File: src/rtl/cp_remover_if.sv
// Sample stream bundle for the cyclic-prefix remover.
// master drives din/valid/sof, slave returns the useful-sample stream.
interface cp_remover_if #(
  parameter int DATA_WIDTH = 13
);
  logic [DATA_WIDTH-1:0] din;
  logic                  valid;
  logic                  sof;
  logic [DATA_WIDTH-1:0] dout;
  logic                  dout_valid;
  logic                  sym_start;
  logic [7:0]            sym_cnt;
  logic                  err;

  modport master (
    output din, valid, sof,
    input  dout, dout_valid, sym_start, sym_cnt, err
  );

  modport slave (
    input  din, valid, sof,
    output dout, dout_valid, sym_start, sym_cnt, err
  );
endinterface

File: src/rtl/cp_remover.sv
// OFDM cyclic-prefix remover: drops CP samples, forwards FFT_LEN per symbol.
// Define CP_REMOVER_ERR_EN to enable the sticky mid-frame resync error flag.
module cp_remover #(
  parameter int FFT_LEN    = 64,
  parameter int CP_LEN     = 16,
  parameter int NUM_SYM    = 4,
  parameter int DATA_WIDTH = 13
) (
  input  logic        clk,
  input  logic        rst,
  cp_remover_if.slave bus
);
  localparam int SYM_LEN = CP_LEN + FFT_LEN;
  localparam int CW      = $clog2(SYM_LEN);

  localparam logic [1:0] IDLE    = 2'd0;
  localparam logic [1:0] SKIP_CP = 2'd1;
  localparam logic [1:0] PASS    = 2'd2;

  localparam logic [CW-1:0] CNT_LAST    = CW'(SYM_LEN - 1);
  localparam logic [CW-1:0] CNT_CP      = CW'(CP_LEN);
  localparam logic [CW-1:0] CNT_CP_LAST = CW'(CP_LEN - 1);
  localparam logic [CW-1:0] CNT_ONE     = CW'(1);
  localparam logic [7:0]    SYM_LAST    = 8'(NUM_SYM - 1);

  // a one-sample CP is fully consumed by the sof sample itself
  localparam logic [1:0] ST_SOF = (CP_LEN == 1) ? PASS : SKIP_CP;

  logic [1:0]            state;
  logic [1:0]            state_n;
  logic [CW-1:0]         samp_cnt;
  logic [CW-1:0]         samp_cnt_n;
  logic [7:0]            sym_idx;
  logic [7:0]            sym_idx_n;
  logic                  fwd;
  logic                  last;

  logic [DATA_WIDTH-1:0] dout_q;
  logic                  dout_valid_q;
  logic                  sym_start_q;
  logic [7:0]            sym_cnt_q;

  assign last = (samp_cnt == CNT_LAST);

  // next-state and counter update; sof always restarts at symbol 0
  always_comb begin
    state_n    = state;
    samp_cnt_n = samp_cnt;
    sym_idx_n  = sym_idx;
    fwd        = 1'b0;
    if (bus.valid) begin
      if (bus.sof) begin
        state_n    = ST_SOF;
        samp_cnt_n = CNT_ONE;
        sym_idx_n  = 8'd0;
      end else begin
        unique case (state)
          SKIP_CP: begin
            samp_cnt_n = samp_cnt + CNT_ONE;
            if (samp_cnt == CNT_CP_LAST)
              state_n = PASS;
          end
          PASS: begin
            fwd = 1'b1;
            if (last) begin
              samp_cnt_n = '0;
              if (sym_idx == SYM_LAST) begin
                state_n   = IDLE;
                sym_idx_n = 8'd0;
              end else begin
                state_n   = SKIP_CP;
                sym_idx_n = sym_idx + 8'd1;
              end
            end else begin
              samp_cnt_n = samp_cnt + CNT_ONE;
            end
          end
          default: begin
            state_n = state;
          end
        endcase
      end
    end
  end

  // control state registers
  always_ff @(posedge clk or posedge rst) begin
    if (rst) begin
      state    <= IDLE;
      samp_cnt <= '0;
      sym_idx  <= 8'd0;
    end else begin
      state    <= state_n;
      samp_cnt <= samp_cnt_n;
      sym_idx  <= sym_idx_n;
    end
  end

  // one-stage output register; dout holds while no sample is forwarded
  always_ff @(posedge clk or posedge rst) begin
    if (rst) begin
      dout_q       <= '0;
      dout_valid_q <= 1'b0;
      sym_start_q  <= 1'b0;
      sym_cnt_q    <= 8'd0;
    end else begin
      dout_valid_q <= fwd;
      sym_start_q  <= fwd && (samp_cnt == CNT_CP);
      if (fwd) begin
        dout_q    <= bus.din;
        sym_cnt_q <= sym_idx;
      end
    end
  end

  assign bus.dout       = dout_q;
  assign bus.dout_valid = dout_valid_q;
  assign bus.sym_start  = sym_start_q;
  assign bus.sym_cnt    = sym_cnt_q;

`ifdef CP_REMOVER_ERR_EN
  logic resync;
  logic err_q;

  // sof landing exactly on the frame's final sample is a clean restart
  assign resync = bus.valid && bus.sof && (state != IDLE) &&
                  !((state == PASS) && last && (sym_idx == SYM_LAST));

  // sticky until reset
  always_ff @(posedge clk or posedge rst) begin
    if (rst)
      err_q <= 1'b0;
    else if (resync)
      err_q <= 1'b1;
  end

  assign bus.err = err_q;
`else
  assign bus.err = 1'b0;
`endif
endmodule

File: src/flat_wrapper.sv
// flat-port wrapper written by rule: the top's interface ports become plain ports
module cp_remover_flat 
#(
  parameter int FFT_LEN    = 64,
  parameter int CP_LEN     = 16,
  parameter int NUM_SYM    = 4,
  parameter int DATA_WIDTH = 13
)
  (clk, rst, bus_din, bus_valid, bus_sof, bus_dout, bus_dout_valid, bus_sym_start, bus_sym_cnt, bus_err);
  cp_remover_if #(.DATA_WIDTH(DATA_WIDTH)) bus_i ();
  input  logic clk;
  input  logic rst;
  input wire logic [$bits(bus_i.din)-1:0] bus_din;
  input wire logic [$bits(bus_i.valid)-1:0] bus_valid;
  input wire logic [$bits(bus_i.sof)-1:0] bus_sof;
  output wire logic [$bits(bus_i.dout)-1:0] bus_dout;
  output wire logic [$bits(bus_i.dout_valid)-1:0] bus_dout_valid;
  output wire logic [$bits(bus_i.sym_start)-1:0] bus_sym_start;
  output wire logic [$bits(bus_i.sym_cnt)-1:0] bus_sym_cnt;
  output wire logic [$bits(bus_i.err)-1:0] bus_err;
  assign bus_i.din = bus_din;
  assign bus_i.valid = bus_valid;
  assign bus_i.sof = bus_sof;
  assign bus_dout = bus_i.dout;
  assign bus_dout_valid = bus_i.dout_valid;
  assign bus_sym_start = bus_i.sym_start;
  assign bus_sym_cnt = bus_i.sym_cnt;
  assign bus_err = bus_i.err;
  cp_remover #(.FFT_LEN(FFT_LEN), .CP_LEN(CP_LEN), .NUM_SYM(NUM_SYM), .DATA_WIDTH(DATA_WIDTH)) u_core (.clk(clk), .rst(rst), .bus(bus_i));
endmodule
File: config.mk
export PLATFORM = sky130hd
export DESIGN_NAME = cp_remover_flat
export DESIGN_NICKNAME = d
export VERILOG_FILES = /design/src/rtl/cp_remover_if.sv /design/src/rtl/cp_remover.sv /design/src/flat_wrapper.sv
export SDC_FILE = /design/constraint.sdc
export NUM_CORES = 1
export LEC_CHECK = 0
export CAP_MARGIN = 20
export CORE_MARGIN = 2
export CORE_UTILIZATION = 27
export DETAILED_ROUTE_END_ITERATION = 6
export PLACE_DENSITY = 0.46
export SETUP_SLACK_MARGIN = 0.15
export SLEW_MARGIN = 20
export SYNTH_ARGS = -nofsm -noshare
export SYNTH_HDL_FRONTEND = slang
export SYNTH_SLANG_ARGS = --single-unit
export TNS_END_PERCENT = 20
File: constraint.sdc
create_clock -name clk -period 2 [get_ports clk]
set_input_delay 0.2 -clock clk [delete_from_list [all_inputs] [get_ports clk]]
set_output_delay 0.2 -clock clk [all_outputs]
set_load 0.005 [all_outputs]
==> flow_summary.ini <==
[status]
outcome = finished, final reports clean

[clock_tree]
cts_root_buf = clkbuf_8
cts.clk_slew.worst_paths_ps = 80
cts_tree = built
cts_num_sinks = 40
numCtsBuffers = 5
cts_max_level = 2
ctsHoldBuffers = 0
clk_latency_ps = 300
cts_buffer_depth = 2
cts_setup_buffers = 0
post_cts_resized = 0

[route]
route.vias.total = 1416
drt_iter0_drc = 56
drt-pass1-iter-count = 4
wl_per_cell_um = 13.6
final_antenna_net_count = 0
vias_per_cell = 4.61
drc = 0
drt-total-wl_um = 4160

[worst_setup_path]
reg2reg_depth = 5
crit_path_start_kind = flip-flop
critPathKind = flip-flop to flip-flop
critPathMaxFanout = 9
crit_arrival_ps = 1900
cp.required_ps = 2220
path_buf_inv = 0
path_depth = 5
cp_slowest_cell = dfrtp_1
end_kind = flip-flop
crit_family = compound AO/OA/AOI/OAI gates
critPathMaxStageDelay_ps = 420
crit_chain = ha_1 -> and3_2 -> a41oi_4 -> nor2_2 -> a21oi_1

[yosys]
yosys-top-cells-area = dfrtp_1, mux2_1, o21ai_1
synthesis.nets = 184
ys_async_sr_fraction_pct = 100
synth_top_cell_by_area = dfrtp_1
synth_top_flop_cell = dfrtp_1
ys_seq_area_share_pct = 51.1
synth_cell_types = 48
synth-seq-cells = 40
synthCells = 164
synth_top_area_share_pct = 51.1
ys_warn_count = 0
synth.avg_cell_area_sq_um = 11.9
synth_area_sq_um = 1960
synth_edf_count = 0

[timing]
setup_violations = 0
relSlewSlack_pct = 65.7
final-hold-violation-count = 0
worstMarginPinSlew_ps = 515
rsz0062_at_grt = yes
worst_hold_slack_ps = 336
finClkSkew_ps = 6.93
fin_crit_sh_pct = 83.9
setup_tns_ps = 0
fin_crit_ps = 1680
clock.fmax_mhz = 596
drv_slew = 0

[floorplanning]
initial_utilization_pct = 27.5
core_area_sq_um = 7140
dieArea_sq_um = 7950
rows = 31
die_height_um = 89.2
ios = 41
die_w_um = 89.2

[place]
dp_cells = 299
port_buffers = 39
gp_congestion = 0.807
dpl_cell_area_sq_um = 2450
post-dp-hpwl_um = 2870

[power_and_ir_drop]
total_leakage_power_nw = 1.11
powerDensity_nw_per_um2 = 686
worst_ir_drop_vdd_uv = 239

[finish]
multi_input_area_sq_um = 872
fill_cells = 715
final_area_sq_um = 2560
fin_nets = 227
layout-drive-gt1-share_pct = 11.1
area.growth.synth_to_final_pct = 30.5
regArea_sq_um = 1000
fin_cells = 307
fin_util_pct = 35.8
antenna_cells = 0

[flow_run]
maxCapViolations = 0

[global_routing]
grt_overflow = 0
grt_max_degree = 41
grt_pass1_wl_um = 7090
grt_antenna_before_repair = 0
grt_pass1_vias = 1459
grt_usage_pct = 11.5

[hold_path]
min_path_type = primary input to async pin
cells in the mapped netlist, drive strengths merged (3+ instances only):
cell / number
dfrtp: 40
mux2: 21
o21ai: 11
nand3: 9
nand2: 8
nor2: 8
buf: 7
inv: 7
a21oi: 5
o31ai: 5
a41oi: 4
and3: 3
ha: 3
nor3: 3
cell type report:
cell class	instances	share of cell area (%)
Sequential cell	40	39.2
Tap cell	99	4.85
Multi-Input combinational cell	109	34.1
Clock inverter	2	0.392
Inverter	7	1.03
Timing Repair Buffer	44	17.2
Clock buffer	6	3.23
metal layers:
layer / GRT usage, % / vias to the layer above / wire [um]
li1: - / 690 / -
met1: 15.4 / 692 / 2050
met2: 18.3 / 28 / 1870
met3: 2.86 / 6 / 173
met4: 3.80 / 0 / 66
met5: 0 / - / 0
kinds of logic after synthesis:
group	Yosys count	synth area share, %
and+or+nand+nor	42	13.5
AOI/OAI and AO/OA	40	15.1
DFF	40	51.1
muxes	21	12.1
buffers and inverters	15	4.85
adders and majority gates	3	1.92
xor gates and xnor gates	2	1.28
other	1	0.191
power breakdown:
part	switching, mW	total, mW	internal [mW]
combinational	0.124	0.256	0.132
sequential	0.0675	0.929	0.862
clock	0.293	0.568	0.276
total	0.484	1.75	1.27
metrics by stage:
stage,worst slack [ps],total power [mW]
6_report,322,1.75
4_1_cts,239,1.78
3_5_place_dp,257,1.20
3_3_place_gp,281,1.20
5_1_grt,134,1.86
2_1_floorplan,480,1.09
cells in the final DEF (no fill, tap or decap), types with 5 or more instances in the layout:
cell type and n:
dfrtp_1 40, clkdlybuf4s50_1 39, mux2_1 21, o21ai_1 9, nand2_1 8, nand3_1 8
inv_1 7, nor2_1 6, clkbuf_8 6, a21oi_1 5, o31ai_1 5
registers in the layout, indices dropped and copies added (netlist names):
register               count
u_core.samp_cnt            7
u_core.bus.sym_cnt         8
u_core.bus.dout_valid      1
u_core.bus.dout           13
u_core.sym_idx             8
u_core.state               2
u_core.bus.sym_start       1
worst register-to-register path, cell delays in order, from the launching register on:
cell     delay [ps]
dfrtp_1         420
ha_1            240
and3_2          290
a41oi_4         400
nor2_2          100
a21oi_1         150
final timing paths:
| check | start | end | slack [ps] |
|---|---|---|---|
| min in group clk | u_core.bus.sym_cnt[7] | u_core.bus.sym_cnt[7] | 490 |
| setup / recovery | u_core.samp_cnt[0] | u_core.sym_idx[7] | 320 |
| hold / removal | rst | u_core.samp_cnt[0] | 340 |
| hold reg to reg | u_core.bus.sym_cnt[7] | u_core.bus.sym_cnt[7] | 490 |
| setup reg to reg | u_core.samp_cnt[0] | u_core.sym_idx[7] | 320 |
| max in group asynchronous | rst | u_core.sym_idx[0] | 1310 |
Power figures use the tool's default switching activity.
